`config.mk`:
```
export PLATFORM = sky130hd
export DESIGN_NAME = status_flag_reg
export DESIGN_NICKNAME = d
export VERILOG_FILES = /design/src/rtl/status_flag_reg.sv
export SDC_FILE = /design/constraint.sdc
export NUM_CORES = 1
export LEC_CHECK = 0
export CAP_MARGIN = 20
export CELL_PAD_IN_SITES_DETAIL_PLACEMENT = 2
export CELL_PAD_IN_SITES_GLOBAL_PLACEMENT = 2
export CORE_MARGIN = 2
export CORE_UTILIZATION = 15
export CTS_BUF_LIST = sky130_fd_sc_hd__clkbuf_4
export DETAILED_ROUTE_END_ITERATION = 8
export PLACE_DENSITY_LB_ADDON = 0.1
export SLEW_MARGIN = 30
export SYNTH_ARGS = -nofsm -noshare
export SYNTH_HDL_FRONTEND = slang
export SYNTH_SLANG_ARGS = --single-unit
```
`constraint.sdc`:
```
create_clock -name FSM_Signal -period 2.5 [get_ports FSM_Signal]
set_input_delay 0.5 -clock FSM_Signal [delete_from_list [all_inputs] [get_ports FSM_Signal]]
set_output_delay 0.5 -clock FSM_Signal [all_outputs]
set_load 0.01 [all_outputs]
```
`src/rtl/status_flag_reg.sv`:
```
// ---------------------------------------------------------------------------
// status_flag_reg
// Processor status register (P) with interrupt-recognition front end.
//  - Single status vector with per-bit ALU write enables, set/clear strobes,
//    stack load path and a combinational push image.
//  - NMI falling-edge latch, level IRQ masked by a delayed copy of I.
//  - All state updates on the falling edge of FSM_Signal.
// Optional build macro:
//   DECIMAL_CLR_ON_INT_EN - int_ack also clears the D flag (65C02 style).
//                           Undefined: D is untouched by int_ack (NMOS).
// ---------------------------------------------------------------------------
module status_flag_reg #(
   parameter int                DATA_W     = 8,
   parameter logic [DATA_W-1:0] RESET_VAL  = 8'h34,
   parameter logic [DATA_W-1:0] CONST_MASK = 8'h30,
   parameter logic [DATA_W-1:0] CONST_VAL  = 8'h30,
   parameter int                I_BIT      = 2,
   parameter int                D_BIT      = 3,
   parameter int                B_BIT      = 4
) (
   input  logic              FSM_Signal,
   input  logic              reset_n,
   input  logic              set_flag,
   input  logic [DATA_W-1:0] flag_we,
   input  logic [DATA_W-1:0] IN_FLAGS,
   input  logic [DATA_W-1:0] flag_set,
   input  logic [DATA_W-1:0] flag_clr,
   input  logic              load_p,
   input  logic [DATA_W-1:0] p_bus_in,
   input  logic              push_brk,
   output logic [DATA_W-1:0] OUT_FLAGS,
   output logic [DATA_W-1:0] p_push_out,
   input  logic              irq_n,
   input  logic              nmi_n,
   input  logic              instr_done,
   input  logic              int_ack,
   output logic              nmi_pending,
   output logic              irq_pending,
   output logic              int_req
);

`ifdef DECIMAL_CLR_ON_INT_EN
   localparam bit CLR_D_ON_ACK = 1'b1;
`else
   localparam bit CLR_D_ON_ACK = 1'b0;
`endif

   // Reset image with the storage-less bits already pinned to their constants.
   localparam logic [DATA_W-1:0] RESET_IMG = (RESET_VAL & ~CONST_MASK) | (CONST_VAL & CONST_MASK);

   logic [DATA_W-1:0] r_flags;
   logic [DATA_W-1:0] w_flags_nxt;
   logic              r_i_eff;
   logic              r_nmi_prev;
   logic              r_nmi_latch;
   logic              r_nmi_pending;
   logic              r_irq_pending;
   logic              w_nmi_edge;
   logic              w_ack_nmi;
   logic              w_ack_irq;
   logic [DATA_W-1:0] w_push;

   // Next status vector: per-bit priority, then interrupt-entry overrides.
   // NOTE: every always_comb output gets a default first so no path can infer a latch.
   always_comb begin
      w_flags_nxt = r_flags;
      for (int k = 0; k < DATA_W; k++) begin
         if (load_p)
            w_flags_nxt[k] = p_bus_in[k];
         else if (flag_clr[k])
            w_flags_nxt[k] = 1'b0;
         else if (flag_set[k])
            w_flags_nxt[k] = 1'b1;
         else if (set_flag && flag_we[k])
            w_flags_nxt[k] = IN_FLAGS[k];
      end
      if (int_ack)
         w_flags_nxt[I_BIT] = 1'b1;
      if (CLR_D_ON_ACK && int_ack)
         w_flags_nxt[D_BIT] = 1'b0;
      w_flags_nxt = (w_flags_nxt & ~CONST_MASK) | (CONST_VAL & CONST_MASK);
   end

   // Interrupt bookkeeping decoded from the current state.
   always_comb begin
      w_nmi_edge = r_nmi_prev & ~nmi_n;
      w_ack_nmi  = int_ack & r_nmi_pending;
      w_ack_irq  = int_ack & ~r_nmi_pending;
   end

   // Status register and delayed I copy.
   // NOTE: sequential state uses non-blocking assignments so every register samples pre-edge values.
   always_ff @(negedge FSM_Signal or negedge reset_n) begin
      if (!reset_n) begin
         r_flags <= RESET_IMG;
         r_i_eff <= RESET_VAL[I_BIT];
      end else begin
         r_flags <= w_flags_nxt;
         if (instr_done)
            r_i_eff <= r_flags[I_BIT];
      end
   end

   // NMI edge detection and latch; a fresh edge beats the ack clear.
   always_ff @(negedge FSM_Signal or negedge reset_n) begin
      if (!reset_n) begin
         r_nmi_prev  <= 1'b1;
         r_nmi_latch <= 1'b0;
      end else begin
         r_nmi_prev <= nmi_n;
         if (w_nmi_edge)
            r_nmi_latch <= 1'b1;
         else if (w_ack_nmi)
            r_nmi_latch <= 1'b0;
      end
   end

   // Pending bits: sampled at instruction boundaries, cleared by the ack.
   always_ff @(negedge FSM_Signal or negedge reset_n) begin
      if (!reset_n) begin
         r_nmi_pending <= 1'b0;
         r_irq_pending <= 1'b0;
      end else begin
         if (w_ack_nmi)
            r_nmi_pending <= 1'b0;
         else if (instr_done)
            r_nmi_pending <= r_nmi_latch;

         if (w_ack_irq)
            r_irq_pending <= 1'b0;
         else if (instr_done)
            r_irq_pending <= ~irq_n & ~r_i_eff;
      end
   end

   // Stack image: constant bits pinned, B reflects the push source.
   always_comb begin
      w_push        = (r_flags & ~CONST_MASK) | (CONST_VAL & CONST_MASK);
      w_push[B_BIT] = push_brk;
   end

   assign OUT_FLAGS   = r_flags;
   assign p_push_out  = w_push;
   assign nmi_pending = r_nmi_pending;
   assign irq_pending = r_irq_pending;
   assign int_req     = r_nmi_pending | r_irq_pending;

endmodule

```
==> results.txt <==
----------------------------------------------------
[Worst setup path]
  Critical Path End Type ... output pin
  Arrival time at the worst endpoint ... 2250 ps
  Critical register-to-register path startpoint ... OUT_FLAGS[2]$_DFFE_NN1P_
  Flop2flop setup slack ... 1200 ps
  Critical-path top delay cell ... dfrtn_1
  Depth of the critical timing path with buffers and inverters included ... 2
  Bufs and invs on worst path ... 1
  Crit path largest cell delay ... 350 ps
  Crit path max fanout ... 2
  Endpoint of the worst register-to-register path ... OUT_FLAGS[2]$_DFFE_NN1P_
  Data required time of the worst path ... 2000 ps
  Worst setup path end ... int_req
  Largest delay share family, worst path ... flip-flops
  Worst Reg-to-Reg Cells ... 4
  CP cell instances ... or2_4 -> buf_6
  Critical path launch point type ... flip-flop
  Critical path type ... reg2out
  Worst setup path startpoint ... nmi_pending$_DFFE_NN0P_

[Detailed routing]
  Via count ... 700
  Post-route DRC ... 0
  Routed Wire Length ... 2.36 mm
  Starting DRT DRC Count ... 12
  Number of nets with antenna violations after routing ... 0
  First-pass iteration count of the detailed router ... 2
  Via-per-instance ratio ... 4.07
  Wire length per cell ... 13.7 um

[Timing]
  Aggregate negative setup slack ... -2050 ps
  Final number of hold-violating endpoints ... 0
  PnR worst setup slack ... -247 ps
  Setup repair after global routing missed its margin ... yes
  Worst clock skew ... 50.3 ps
  Final setup fails ... 15
  Final Slew Violations ... 0

[Global routing]
  Leftover overflow at the end of global routing ... 0
  Number of global-route vias before repair ... 723
  Total global-route track usage ... 0.105
  Antenna violations before repair ... 0
  Maximum number of pins on one net before global-route repair ... 8
  Wire length of the first global-routing pass ... 3.46 mm

[Hold path]
  Worst min path class ... reg2reg

[Power]
  P per Cell Area ... 499 nW/um2
  Clock network power share ... 0.235
  P_leak ... 0.563 nW
  Share of power burned in registers ... 0.369
  Total internal power ... 423 uW
  Proportion of total power due to net switching ... 0.312
  Switching power of the nets ... 192 uW
  Combinational power share ... 0.396
  Worst vdd ir ... 0.134 mV

[Clocking]
  Number of buffers on the longest clock path ... 2
  Htree depth ... 1
  Clock latency reported for the late side of the worst-skew pair ... 330 ps
  Root Buffer Master ... clkbuf_4
  Total clock buffers created by CTS ... 3
  Clock transition at path regs ... 60 ps
  Clock tree from TritonCTS ... built
  Number of sinks handled by clock tree synthesis ... 11

[Layout]
  Nets ... 172
  Footprint of the multi-input gates ... 272 um2
  Count of non-filler cells in the finished layout ... 172
  Layout area overhead ... 95.6%
  Share of cells above drive strength 1 ... 0.352
  Fillers ... 455
  Footprint of the flip-flops and latches ... 279 um2
  Count of antenna diodes in the layout ... 0

[Yosys]
  Distinct cell type count of the synthesized netlist ... 18
  Register area share after synthesis ... 0.443
  Post-synthesis instance area ... 629 um2
  Post-synthesis area per instance ... 10.3 um2
  Register bit total from synthesis ... 11
  Yosys Warn Count ... 0
  Syn Inst Count ... 61

[Floorplanning]
  Area of the die ... 4730 um2
  Floorplan die height ... 68.8 um
  Starting density of the core ... 0.156
  Die span in x ... 68.8 um
  I/O pin total ... 68
  Standard cell core area ... 4030 um2
  Number of standard-cell rows in the floorplan ... 23

[Placed design]
  Setup Slack @ Placement ... -630 ps
  Detailed placement HPWL ... 2.05 mm
  Placed Instances ... 163
  PortBufs ... 52
  Final weighted congestion in routability-driven placement ... 0.692

[Run]
  Number of max-cap violations ... 0

[Outcome]
  Violated checks ... negative setup slack
  Run status ... finished with violations

----------------------------------------------------
power by group through the flow:
| stage | Clock, mW | Sequential (mW) | Combinational (mW) |
|---|---|---|---|
| global placement | 0.00998 | 0.227 | 0.248 |
| global route | 0.174 | 0.231 | 0.265 |
| finish | 0.144 | 0.227 | 0.243 |
| detailed placement | 0.00998 | 0.228 | 0.251 |
| floorplan | 0.00998 | 0.240 | 0.0806 |
| CTS | 0.156 | 0.227 | 0.245 |
flip-flops by register name (all words and copies together), names as in the netlist:
register / flops
irq_pending: 1
OUT_FLAGS: 6
nmi_pending: 1
r_nmi_prev: 1
r_i_eff: 1
r_nmi_latch: 1
per-layer routing:
metal | wire length (um) | global-route usage | vias to the layer above | share of wire
li1 | - | - | 331 | -
met1 | 816 | 0.100 | 337 | 0.35
met2 | 1330 | 0.207 | 28 | 0.56
met3 | 188 | 0.0244 | 4 | 0.080
met4 | 23 | 0.0515 | 0 | 0.0097
met5 | 0 | 0 | - | 0
area by class of cell:
cell class              instances  area share
clock buffers                   3      0.0183
clock inverters                 4      0.0122
inverters                       2     0.00610
multi-input cells              37       0.221
flip-flops and latches         11       0.227
well taps                      50      0.0508
repair buffers                 65       0.465
stage by stage:
step	total power [mW]	utilization	hold slack (ps)	area (um2)
floorplan	0.330	-	408	637
global placement	0.486	0.299	450	1200
detailed placement	0.489	0.299	454	1200
CTS	0.628	0.303	460	1220
global route	0.670	0.306	494	1230
finish	0.614	0.306	455	1230
worst min-delay path, delay by kind of cell, from the launching register on:
| family | cells | cell delay [ps] |
|---|---|---|
| AND/OR/NAND/NOR | 1 | 50 |
| AO/OA/AOI/OAI | 1 | 60 |
| flip-flops | 1 | 430 |
placed cells by master, fill, tap and decap left out, types with 3 or more instances in the layout:
| cell | count |
|---|---|
| conb_1 | 3 |
| clkbuf_4 | 3 |
| dlygate4sd2_1 | 5 |
| dfrtn_1 | 8 |
| a21oi_1 | 3 |
| buf_6 | 7 |
| a21boi_2 | 4 |
| o31ai_1 | 6 |
| a311oi_1 | 4 |
| dfstp_2 | 3 |
| buf_4 | 11 |
| nand2_1 | 7 |
| inv_1 | 5 |
| buf_2 | 10 |
| clkdlybuf4s50_1 | 30 |
synth_stat cells:
library cell | instances | area, um2
a21boi_0 | 2 | 15.0
o21ai_0 | 1 | 5.00
inv_1 | 3 | 11.3
buf_1 | 1 | 3.75
a311oi_1 | 6 | 52.6
dfstp_2 | 3 | 78.8
mux2i_1 | 2 | 20.0
mux2_2 | 1 | 11.3
dfrtn_1 | 8 | 200
buf_4 | 10 | 75.1
o31ai_1 | 6 | 45.0
a21oi_1 | 3 | 15.0
nor2_1 | 1 | 3.75
conb_1 | 1 | 3.75
or2_2 | 1 | 6.26
buf_6 | 1 | 11.3
nand2_1 | 7 | 26.3
a21boi_2 | 4 | 45.0
cells by family (layout without fill, tap and decap cells):
| kind of cell | Yosys count | count (layout) | synth area share |
|---|---|---|---|
| buf+inv | 15 | 74 | 0.161 |
| flops | 11 | 11 | 0.443 |
| compound gates | 22 | 22 | 0.282 |
| other cells | 1 | 3 | 0.00596 |
| simple gates | 9 | 9 | 0.0577 |
| mux | 3 | 3 | 0.0497 |
worst min-delay path by stage:
stage                                       start                       to  depth (start not counted)
after detailed placement  r_nmi_latch$_DFFE_NN0P_  r_nmi_latch$_DFFE_NN0P_                          2
after global routing      r_nmi_latch$_DFFE_NN0P_  r_nmi_latch$_DFFE_NN0P_                          2
final                     r_nmi_latch$_DFFE_NN0P_  r_nmi_latch$_DFFE_NN0P_                          2
after CTS                 r_nmi_latch$_DFFE_NN0P_  r_nmi_latch$_DFFE_NN0P_                          2
after floorplan           r_nmi_latch$_DFFE_NN0P_  r_nmi_latch$_DFFE_NN0P_                          2
after global placement    r_nmi_latch$_DFFE_NN0P_  r_nmi_latch$_DFFE_NN0P_                          2
what timing repair did:
| action | 4_1_cts | 5_1_grt |
|---|---|---|
| setup buffers | 2 | 1 |
| gates resized for setup | 77 | 3 |
| setup endpoints to repair | 21 | 17 |
| pin swaps | 7 | 1 |
| hold buffers | 0 | 0 |
(Power assumes the default switching activity.)
